<file path="src/rtl/uart_tx_pkg.sv">
// Shared types and constants for the UART transmit frame path.
package uart_tx_pkg;

   localparam int unsigned DEFAULT_DATA_WIDTH = 8;
   localparam logic        TX_IDLE_LVL        = 1'b1;

   typedef enum logic [2:0] {
      IDLE   = 3'd0,
      START  = 3'd1,
      DATA   = 3'd2,
      PARITY = 3'd3,
      STOP   = 3'd4
   } tx_state_e;

endpackage

</file>
<file path="src/rtl/uart_tx_serializer.sv">
// Payload shift register and bit counter; loaded and stepped by the frame FSM.
module uart_tx_serializer
   import uart_tx_pkg::*;
#(
   parameter int unsigned DATA_WIDTH = DEFAULT_DATA_WIDTH
) (
   input  logic                  clk,
   input  logic                  rst,
   input  logic                  load,
   input  logic                  shift,
   input  logic [DATA_WIDTH-1:0] load_data,
   output logic                  ser_bit,
   output logic                  ser_done_c
);

   localparam int unsigned CNT_W = (DATA_WIDTH > 1) ? $clog2(DATA_WIDTH) : 1;
   localparam logic [CNT_W-1:0] LAST_CNT = CNT_W'(DATA_WIDTH - 1);

   logic [DATA_WIDTH-1:0] shift_q;
   logic [CNT_W-1:0]      bit_cnt;

   // Counter saturates on the last bit so it never wraps inside a frame.
   always_ff @(posedge clk or negedge rst) begin
      if (!rst) begin
         shift_q <= '0;
         bit_cnt <= '0;
      end else if (load) begin
         shift_q <= load_data;
         bit_cnt <= '0;
      end else if (shift) begin
         shift_q <= shift_q >> 1;
         if (bit_cnt != LAST_CNT) begin
            bit_cnt <= bit_cnt + CNT_W'(1);
         end
      end
   end

   assign ser_bit    = shift_q[0];
   assign ser_done_c = (bit_cnt == LAST_CNT);

endmodule

</file>
<file path="src/rtl/uart_tx_frame_fsm.sv">
// UART frame controller: start, LSB-first data, optional parity, stop on tx_out.
// Define UART_TX_STOP2_EN for two stop bits (frame_done on the second one).
module uart_tx_frame_fsm
   import uart_tx_pkg::*;
#(
   parameter int unsigned DATA_WIDTH = DEFAULT_DATA_WIDTH
) (
   input  logic                  clk,
   input  logic                  rst,
   input  logic                  data_valid,
   input  logic [DATA_WIDTH-1:0] p_data,
   input  logic                  par_en,
   input  logic                  par_bit,
   output logic                  tx_out,
   output logic                  busy,
   output logic                  frame_done
);

   tx_state_e state;
   tx_state_e state_nxt;
   logic      par_en_q;
   logic      load_c;
   logic      shift_c;
   logic      ser_bit;
   logic      ser_done_c;
   logic      last_stop_c;
   logic      tx_nxt;
   logic      busy_nxt;
   logic      done_nxt;

   uart_tx_serializer #(
      .DATA_WIDTH (DATA_WIDTH)
   ) u_ser (
      .clk        (clk),
      .rst        (rst),
      .load       (load_c),
      .shift      (shift_c),
      .load_data  (p_data),
      .ser_bit    (ser_bit),
      .ser_done_c (ser_done_c)
   );

`ifdef UART_TX_STOP2_EN
   logic stop_cnt;

   // Marks the second of two stop cycles.
   always_ff @(posedge clk or negedge rst) begin
      if (!rst) begin
         stop_cnt <= 1'b0;
      end else if (state == STOP) begin
         stop_cnt <= ~stop_cnt;
      end else begin
         stop_cnt <= 1'b0;
      end
   end

   assign last_stop_c = stop_cnt;
`else
   assign last_stop_c = 1'b1;
`endif

   always_ff @(posedge clk or negedge rst) begin
      if (!rst) begin
         par_en_q <= 1'b0;
      end else if (load_c) begin
         par_en_q <= par_en;
      end
   end

   always_ff @(posedge clk or negedge rst) begin
      if (!rst) begin
         state <= IDLE;
      end else begin
         state <= state_nxt;
      end
   end

   always_comb begin
      state_nxt = state;
      load_c    = 1'b0;
      shift_c   = 1'b0;
      case (state)
         IDLE: begin
            if (data_valid) begin
               state_nxt = START;
               load_c    = 1'b1;
            end
         end
         START:  state_nxt = DATA;
         DATA: begin
            shift_c = 1'b1;
            if (ser_done_c) begin
               state_nxt = par_en_q ? PARITY : STOP;
            end
         end
         PARITY: state_nxt = STOP;
         STOP: begin
            if (last_stop_c) begin
               state_nxt = IDLE;
            end
         end
         default: state_nxt = IDLE;
      endcase
   end

   // Line level for the current state; registered below, so it lags state by one cycle.
   always_comb begin
      tx_nxt   = TX_IDLE_LVL;
      busy_nxt = 1'b1;
      done_nxt = 1'b0;
      case (state)
         IDLE:    busy_nxt = 1'b0;
         START:   tx_nxt   = 1'b0;
         DATA:    tx_nxt   = ser_bit;
         PARITY:  tx_nxt   = par_bit;
         STOP:    done_nxt = last_stop_c;
         default: busy_nxt = 1'b0;
      endcase
   end

   always_ff @(posedge clk or negedge rst) begin
      if (!rst) begin
         tx_out     <= TX_IDLE_LVL;
         busy       <= 1'b0;
         frame_done <= 1'b0;
      end else begin
         tx_out     <= tx_nxt;
         busy       <= busy_nxt;
         frame_done <= done_nxt;
      end
   end

endmodule
</file>
<file path="config.mk">
export PLATFORM = sky130hd
export DESIGN_NAME = uart_tx_frame_fsm
export DESIGN_NICKNAME = d
export VERILOG_FILES = /design/src/rtl/uart_tx_pkg.sv /design/src/rtl/uart_tx_serializer.sv /design/src/rtl/uart_tx_frame_fsm.sv
export SDC_FILE = /design/constraint.sdc
export NUM_CORES = 1
export LEC_CHECK = 0
export ABC_CLOCK_PERIOD_IN_PS = 1900
export CORE_MARGIN = 1.5
export CORE_UTILIZATION = 44
export DETAILED_ROUTE_END_ITERATION = 6
export PLACE_DENSITY_LB_ADDON = 0.15
export SLEW_MARGIN = 5
export SYNTH_ARGS = -nofsm -noshare
export SYNTH_HDL_FRONTEND = slang
export SYNTH_SLANG_ARGS = --single-unit
</file>
<file path="constraint.sdc">
create_clock -name clk -period 1.9 [get_ports clk]
set_clock_uncertainty 0.05 [all_clocks]
set_input_delay 0.38 -clock clk [delete_from_list [all_inputs] [get_ports clk]]
set_output_delay 0.38 -clock clk [all_outputs]
set_load 0.01 [all_outputs]
</file>
==> metrics.cfg, run 1 <==
[clock_tree]
holdBufCountCts=0
root_buffer=clkbuf_4
cts.clk_slew.worst_paths_ns=0.10
htreeDepth=1
clockBufferDepth=2
cts_tree=built
cts_buffers=3
cts_sinks=18
clkLatencyLatePin_ns=0.29

[sta]
fin_ws_ns=0.09518
max_slew_margin=0.8081
setup_viol=0
fmax_mhz=554.1
rsz0062_at_grt=no
fin_crit_sh=0.9499
finalHoldViolCount=0
worst_slew_pin_slew_ns=0.2870
finalCriticalPeriod_ns=1.805
timing.hold.ws_ns=0.3510
drv_slew=0

[final_layout]
multi_input_area_um2=341.6
drive_gt1_frac=0.1923
final_cell_mix=17 x dfrtp_1, 16 x nand2_1, 15 x clkdlybuf4s50_1, 8 x nor2_1, 8 x buf_4
instances_no_fill=129
final_cell_area_um2=1082
area_delta_synth_final_pct=29.88
diodes=0
final_common_cell=dfrtp_1
fillCellCount=157
regArea_um2=451.7
finalNetCount=120

[yosys]
synthCells=82
ys_types=27
synth-seq-cells=18
seq_area_frac_synth=0.5420
yosys_warnings=0
syn_avg_cell_area_um2=10.16
syn_area_um2=833.3
synth_nets=97

[global_routing]
track_usage=0.1744
grt_pass1_vias=623
met3_usage=0.03529
grt_use_met2=0.2722
grt_start_max_net_pins=19
grt_pass1_wl_mm=2.580
grtUsageMet1=0.2206
antenna_found_initial=0
grt.busiest_layer=met2
gr-total-overflow=0

[pwr]
powerDensity_nw_per_um2=1506
irDropWorstVdd_uv=678.0
p_leak_nw=0.4999
finalPower_mw=1.630

[placement]
gp_congestion=0.7061
dpl.cell_count=125
place_area_um2=1040
port_buffers=15
dpl.hpwl_mm=1.091
preCtsSetupSlack_ns=-0.09323

[worst_setup_path]
critical_path.most_common_cell=ha_1
worstPathArrival_ns=1.94
cp_max_fo=4
crit_path_max_incr_delay_ns=0.41
start_kind=flop
worst_setup_path_end_kind=flop
cpMaxStageDelayCell=dfrtp_1
crit_type=reg -> reg
worstPathCellList=ha_1, ha_1, nor4b_2, and2b_4, mux2_4
required_ns=2.04

[floorplan]
die_y_um=46.52
dieArea_um2=2164
initial_core_util=0.4774
std_cell_rows=15
fp.dieW_um=46.52
ioPinCount=16
core_um2=1745

[job]
drv_cap=0

[drt]
antenna_left=0
routedWlPerCell_um=11.55
drt_iter0_markers=4
drc=0
viasPerCell=4.961
wirelength_mm=1.490
dr.pass1.iters=4
num_vias=640

[hold_path]
hp-class=in -> async

[status]
status=finished, final reports clean

-- state kept, by name, summed over array words and instances, names as in the netlist --
signal / count
u_ser.bit_cnt: 3
frame_done: 1
u_ser.shift_q: 8
tx_out: 1
state: 3
par_en_q: 1
busy: 1
-- what timing repair did --
action / in CTS / in global routing
setup endpoints to repair: 0 / 3
buffers inserted: 0 / 0
resized for setup: 0 / 1
-- worst paths after layout --
| kind | start | slack, ns | endpoint | cells past startpoint |
|---|---|---|---|---|
| worst min-delay path | rst | 0.35 | u_ser.shift_q[0]$_DFFE_PN0P_ | 2 |
| min in group clk | u_ser.bit_cnt[2]$_DFFE_PN0P_ | 0.47 | u_ser.bit_cnt[2]$_DFFE_PN0P_ | 1 |
| worst max-delay path | u_ser.bit_cnt[0]$_DFFE_PN0P_ | 0.1 | u_ser.bit_cnt[0]$_DFFE_PN0P_ | 5 |
| worst max register to register | u_ser.bit_cnt[0]$_DFFE_PN0P_ | 0.1 | u_ser.bit_cnt[0]$_DFFE_PN0P_ | 5 |
| worst min register to register | u_ser.bit_cnt[2]$_DFFE_PN0P_ | 0.47 | u_ser.bit_cnt[2]$_DFFE_PN0P_ | 1 |
| max in group asynchronous | rst | 1.20 | tx_out$_DFF_PN1_ | 2 |
-- layer usage --
layer,share of wire,up-vias
met1,0.49,302
met2,0.46,12
met5,0,-
met4,0.016,0
met3,0.030,2
li1,-,324
-- layout make-up --
class,count,area share
Clock buffer,4,0.03353
Inverter,3,0.01040
Multi-Input combinational cell,56,0.3156
Sequential cell,18,0.4173
Tap cell,25,0.02890
Timing Repair Buffer,23,0.1942
-- Yosys cell counts (all sizes together) --
| cell type | instances | area [um^2] |
|---|---|---|
| dfrtp | 17 | 425.4 |
| nand2 | 16 | 60.06 |
| nor2 | 8 | 30.03 |
| a31oi | 7 | 43.79 |
| a21oi | 4 | 20.02 |
| buf | 3 | 27.52 |
| inv | 3 | 11.26 |
| a22o | 2 | 17.52 |
| clkbuf | 2 | 7.510 |
| ha | 2 | 25.02 |
| mux2 | 2 | 26.27 |
| nor3 | 2 | 10.01 |
| nor3b | 2 | 15.01 |
| a211o | 1 | 8.760 |
| and2 | 1 | 6.260 |
| and2b | 1 | 10.01 |
| and3 | 1 | 6.260 |
| dfstp | 1 | 26.28 |
| nand3 | 1 | 5.000 |
| nor4b | 1 | 8.760 |
| o21ai | 1 | 5.000 |
| or2 | 1 | 6.260 |
| or3b | 1 | 8.760 |
| or4b | 1 | 13.76 |
| xnor2 | 1 | 8.760 |
-- report_power, final --
| group | total, mW | internal (mW) | switching [mW] |
|---|---|---|---|
| Sequential | 0.665 | 0.561 | 0.104 |
| Clock | 0.236 | 0.117 | 0.119 |
| Combinational | 0.729 | 0.396 | 0.332 |
| Total | 1.63 | 1.07 | 0.556 |
-- kinds of logic (layout without fill, tap and decap cells) --
group                    count (synthesis)  after routing  share of synthesized area
AND/OR/NAND/NOR                         36             36                     0.2162
flip-flops                              18             18                     0.5421
AO/OA/AOI/OAI                           15             15                     0.1141
buffers and inverters                    8             30                    0.05555
adder cells (fa/ha/maj)                  2              2                    0.03003
multiplexers                             2              2                    0.03153
XOR/XNOR                                 1              1                    0.01051
-- critical path: cells and delay by family, from the launching register on --
kind / cells / cell delay, ns
adders and majority gates: 2 / 0.44
and+or+nand+nor: 2 / 0.55
DFF: 1 / 0.41
muxes: 1 / 0.25
-- metrics by stage --
| stage | TNS, ns | util |
|---|---|---|
| 6_report | 0 | 0.6201 |
| 2_1_floorplan | 0 | - |
| 5_1_grt | 0 | 0.6201 |
| 3_5_place_dp | -0.1677 | 0.5957 |
| 4_1_cts | 0 | 0.6165 |
| 3_3_place_gp | -0.05265 | 0.5957 |
(Power assumes the default switching activity.)
==> inputs of run 2 (changes only) <==
- SKIP_CTS_REPAIR_TIMING: default -> 1
==> results of run 2 <==
The final DEF is identical to that of run 1; final timing and power are the same.
==> inputs of run 3 (changes only) <==
- GPL_TIMING_DRIVEN: default -> 0
==> run 3 against run 2 <==
Compared with the run above:
- total power down 1.2%
- fmax up 0.94%
- final area down 1.0%
- sequential share of layout area up 0.44 points
- critical path depth unchanged
- global-route usage down 0.97 points
- final cell count down 2.3%
- clock-buffer cell count unchanged
- clock power up 3%
- sequential power down 0.6%
- critical path type unchanged
- largest power group unchanged
- highest routed layer unchanged
==> metrics.cfg, run 3 (same netlist as run 1, synthesis figures left out) <==
[worst_setup_path]
cpMaxStageDelayCell=dfrtp_1
critical_path.most_common_cell=ha_1
crit_path_max_incr_delay_ns=0.41
path_buf_inv=0
required_ns=2.04
cp_max_fo=4
cp.depth=5
reg2reg_depth=5
path_delay_family=simple AND/OR/NAND/NOR gates
worstPathArrival_ns=1.93
worstPathCellList=ha_1, ha_1, nor4b_4, and2b_4, mux2_4
worst_setup_path_end_kind=flop
crit_type=reg -> reg
start_kind=flop

[final_layout]
largest-register=u_ser.shift_q
final_cell_area_um2=1071
diodes=0
finalNetCount=117
fillCellCount=157
reg_top3=u_ser.shift_q: 8 flops, state: 3 flops, u_ser.bit_cnt: 3 flops
final_cell_mix=17 x dfrtp_1, 16 x nand2_1, 15 x clkdlybuf4s50_1, 8 x nor2_1, 7 x a31oi_1
final_common_cell=dfrtp_1
instances_no_fill=126
utilization=0.6136
largest_register_ffs=8
area_delta_synth_final_pct=28.53
drive_gt1_frac=0.1584

[floorplan]
die_y_um=46.52
ioPinCount=16
fp.dieW_um=46.52
core_um2=1745
initial_core_util=0.4774
dieArea_um2=2164
std_cell_rows=15

[status]
status=finished, final reports clean

[drt]
antenna_left=0
wirelength_mm=1.557
routedWlPerCell_um=12.36
drc=0
drt_iter0_markers=12
viasPerCell=5.056
num_vias=637
dr.pass1.iters=4

[placement]
preCtsSetupSlack_ns=-0.1907
gp_congestion=0.6703
place_area_um2=1015
dpl.hpwl_mm=1.063
dpl.cell_count=122
port_buffers=15

[sta]
finalCriticalPeriod_ns=1.788
max_slew_margin=0.4583
drv_slew=0
fin_ws_ns=0.1119
fmax_mhz=559.3
worst_slew_pin_slew_ns=0.8100
setup_tns_ns=0
fin_crit_sh=0.9411
rsz0062_at_grt=yes
finalHoldViolCount=0
setup_viol=0

[global_routing]
grt_pass1_wl_mm=2.401
track_usage=0.1646
grt_pass1_vias=562
antenna_found_initial=0
gr-total-overflow=0
grt_start_max_net_pins=19

[clock_tree]
clkLatencyLatePin_ns=0.30
root_buffer=clkbuf_4
cts.clk_slew.worst_paths_ns=0.11
clockBufferDepth=2
cts_buffers=3
cts_tree=built
cts_sinks=18
htreeDepth=1

[hold_path]
hp-class=reg -> reg
min_path_cells=1

[pwr]
irDropWorstVdd_uv=767.1
powerDensity_nw_per_um2=1504
p_leak_nw=0.4852

[job]
drv_cap=0

## run 3: changes by cell type in the layout (fill, tap and decap cells not counted), sizes merged
| cell | previous run | this run |
|---|---|---|
| clkbuf | 4 | 6 |
| buf | 8 | 3 |
## run 3: final timing paths
path,start,end,slack (ns)
max,u_ser.bit_cnt[0]$_DFFE_PN0P_,u_ser.bit_cnt[0]$_DFFE_PN0P_,0.11
min,u_ser.bit_cnt[1]$_DFFE_PN0P_,u_ser.bit_cnt[1]$_DFFE_PN0P_,0.47
max reg2reg,u_ser.bit_cnt[0]$_DFFE_PN0P_,u_ser.bit_cnt[0]$_DFFE_PN0P_,0.11
min reg2reg,u_ser.bit_cnt[1]$_DFFE_PN0P_,u_ser.bit_cnt[1]$_DFFE_PN0P_,0.47
max in group asynchronous,rst,u_ser.bit_cnt[0]$_DFFE_PN0P_,0.81
min in group asynchronous,rst,busy$_DFF_PN0_,0.49
## run 3: through the flow
stage               total power, mW  hold WS (ns)
floorplan                     1.159       0.03441
global placement              1.324        0.4376
detailed placement            1.357        0.4419
CTS                           1.601        0.4700
global route                  1.732        0.4917
finish                        1.611        0.4713
## run 3: metal layers
layer	wire, um	part of all wire	global-route usage
met3	57	0.037	0.02353
met4	23	0.015	0.1029
met5	0	0	0
met2	769	0.49	0.2639
met1	706	0.45	0.2059
## run 3: area by class of cell
class	count	area, um^2	area share
buffer	5	35.03	0.03271
tap	25	31.28	0.02921
inverter	3	11.26	0.01051
sequential	18	451.7	0.4217
multi-input combinational	56	355.3	0.3318
clock buffer	4	36.28	0.03388
timing repair buffer	15	150.1	0.1402
## run 3: power by group
part / leakage [nW] / internal, mW / switching [mW]
clock: 0.0210 / 0.117 / 0.125
combinational: 0.245 / 0.370 / 0.337
sequential: 0.220 / 0.561 / 0.100
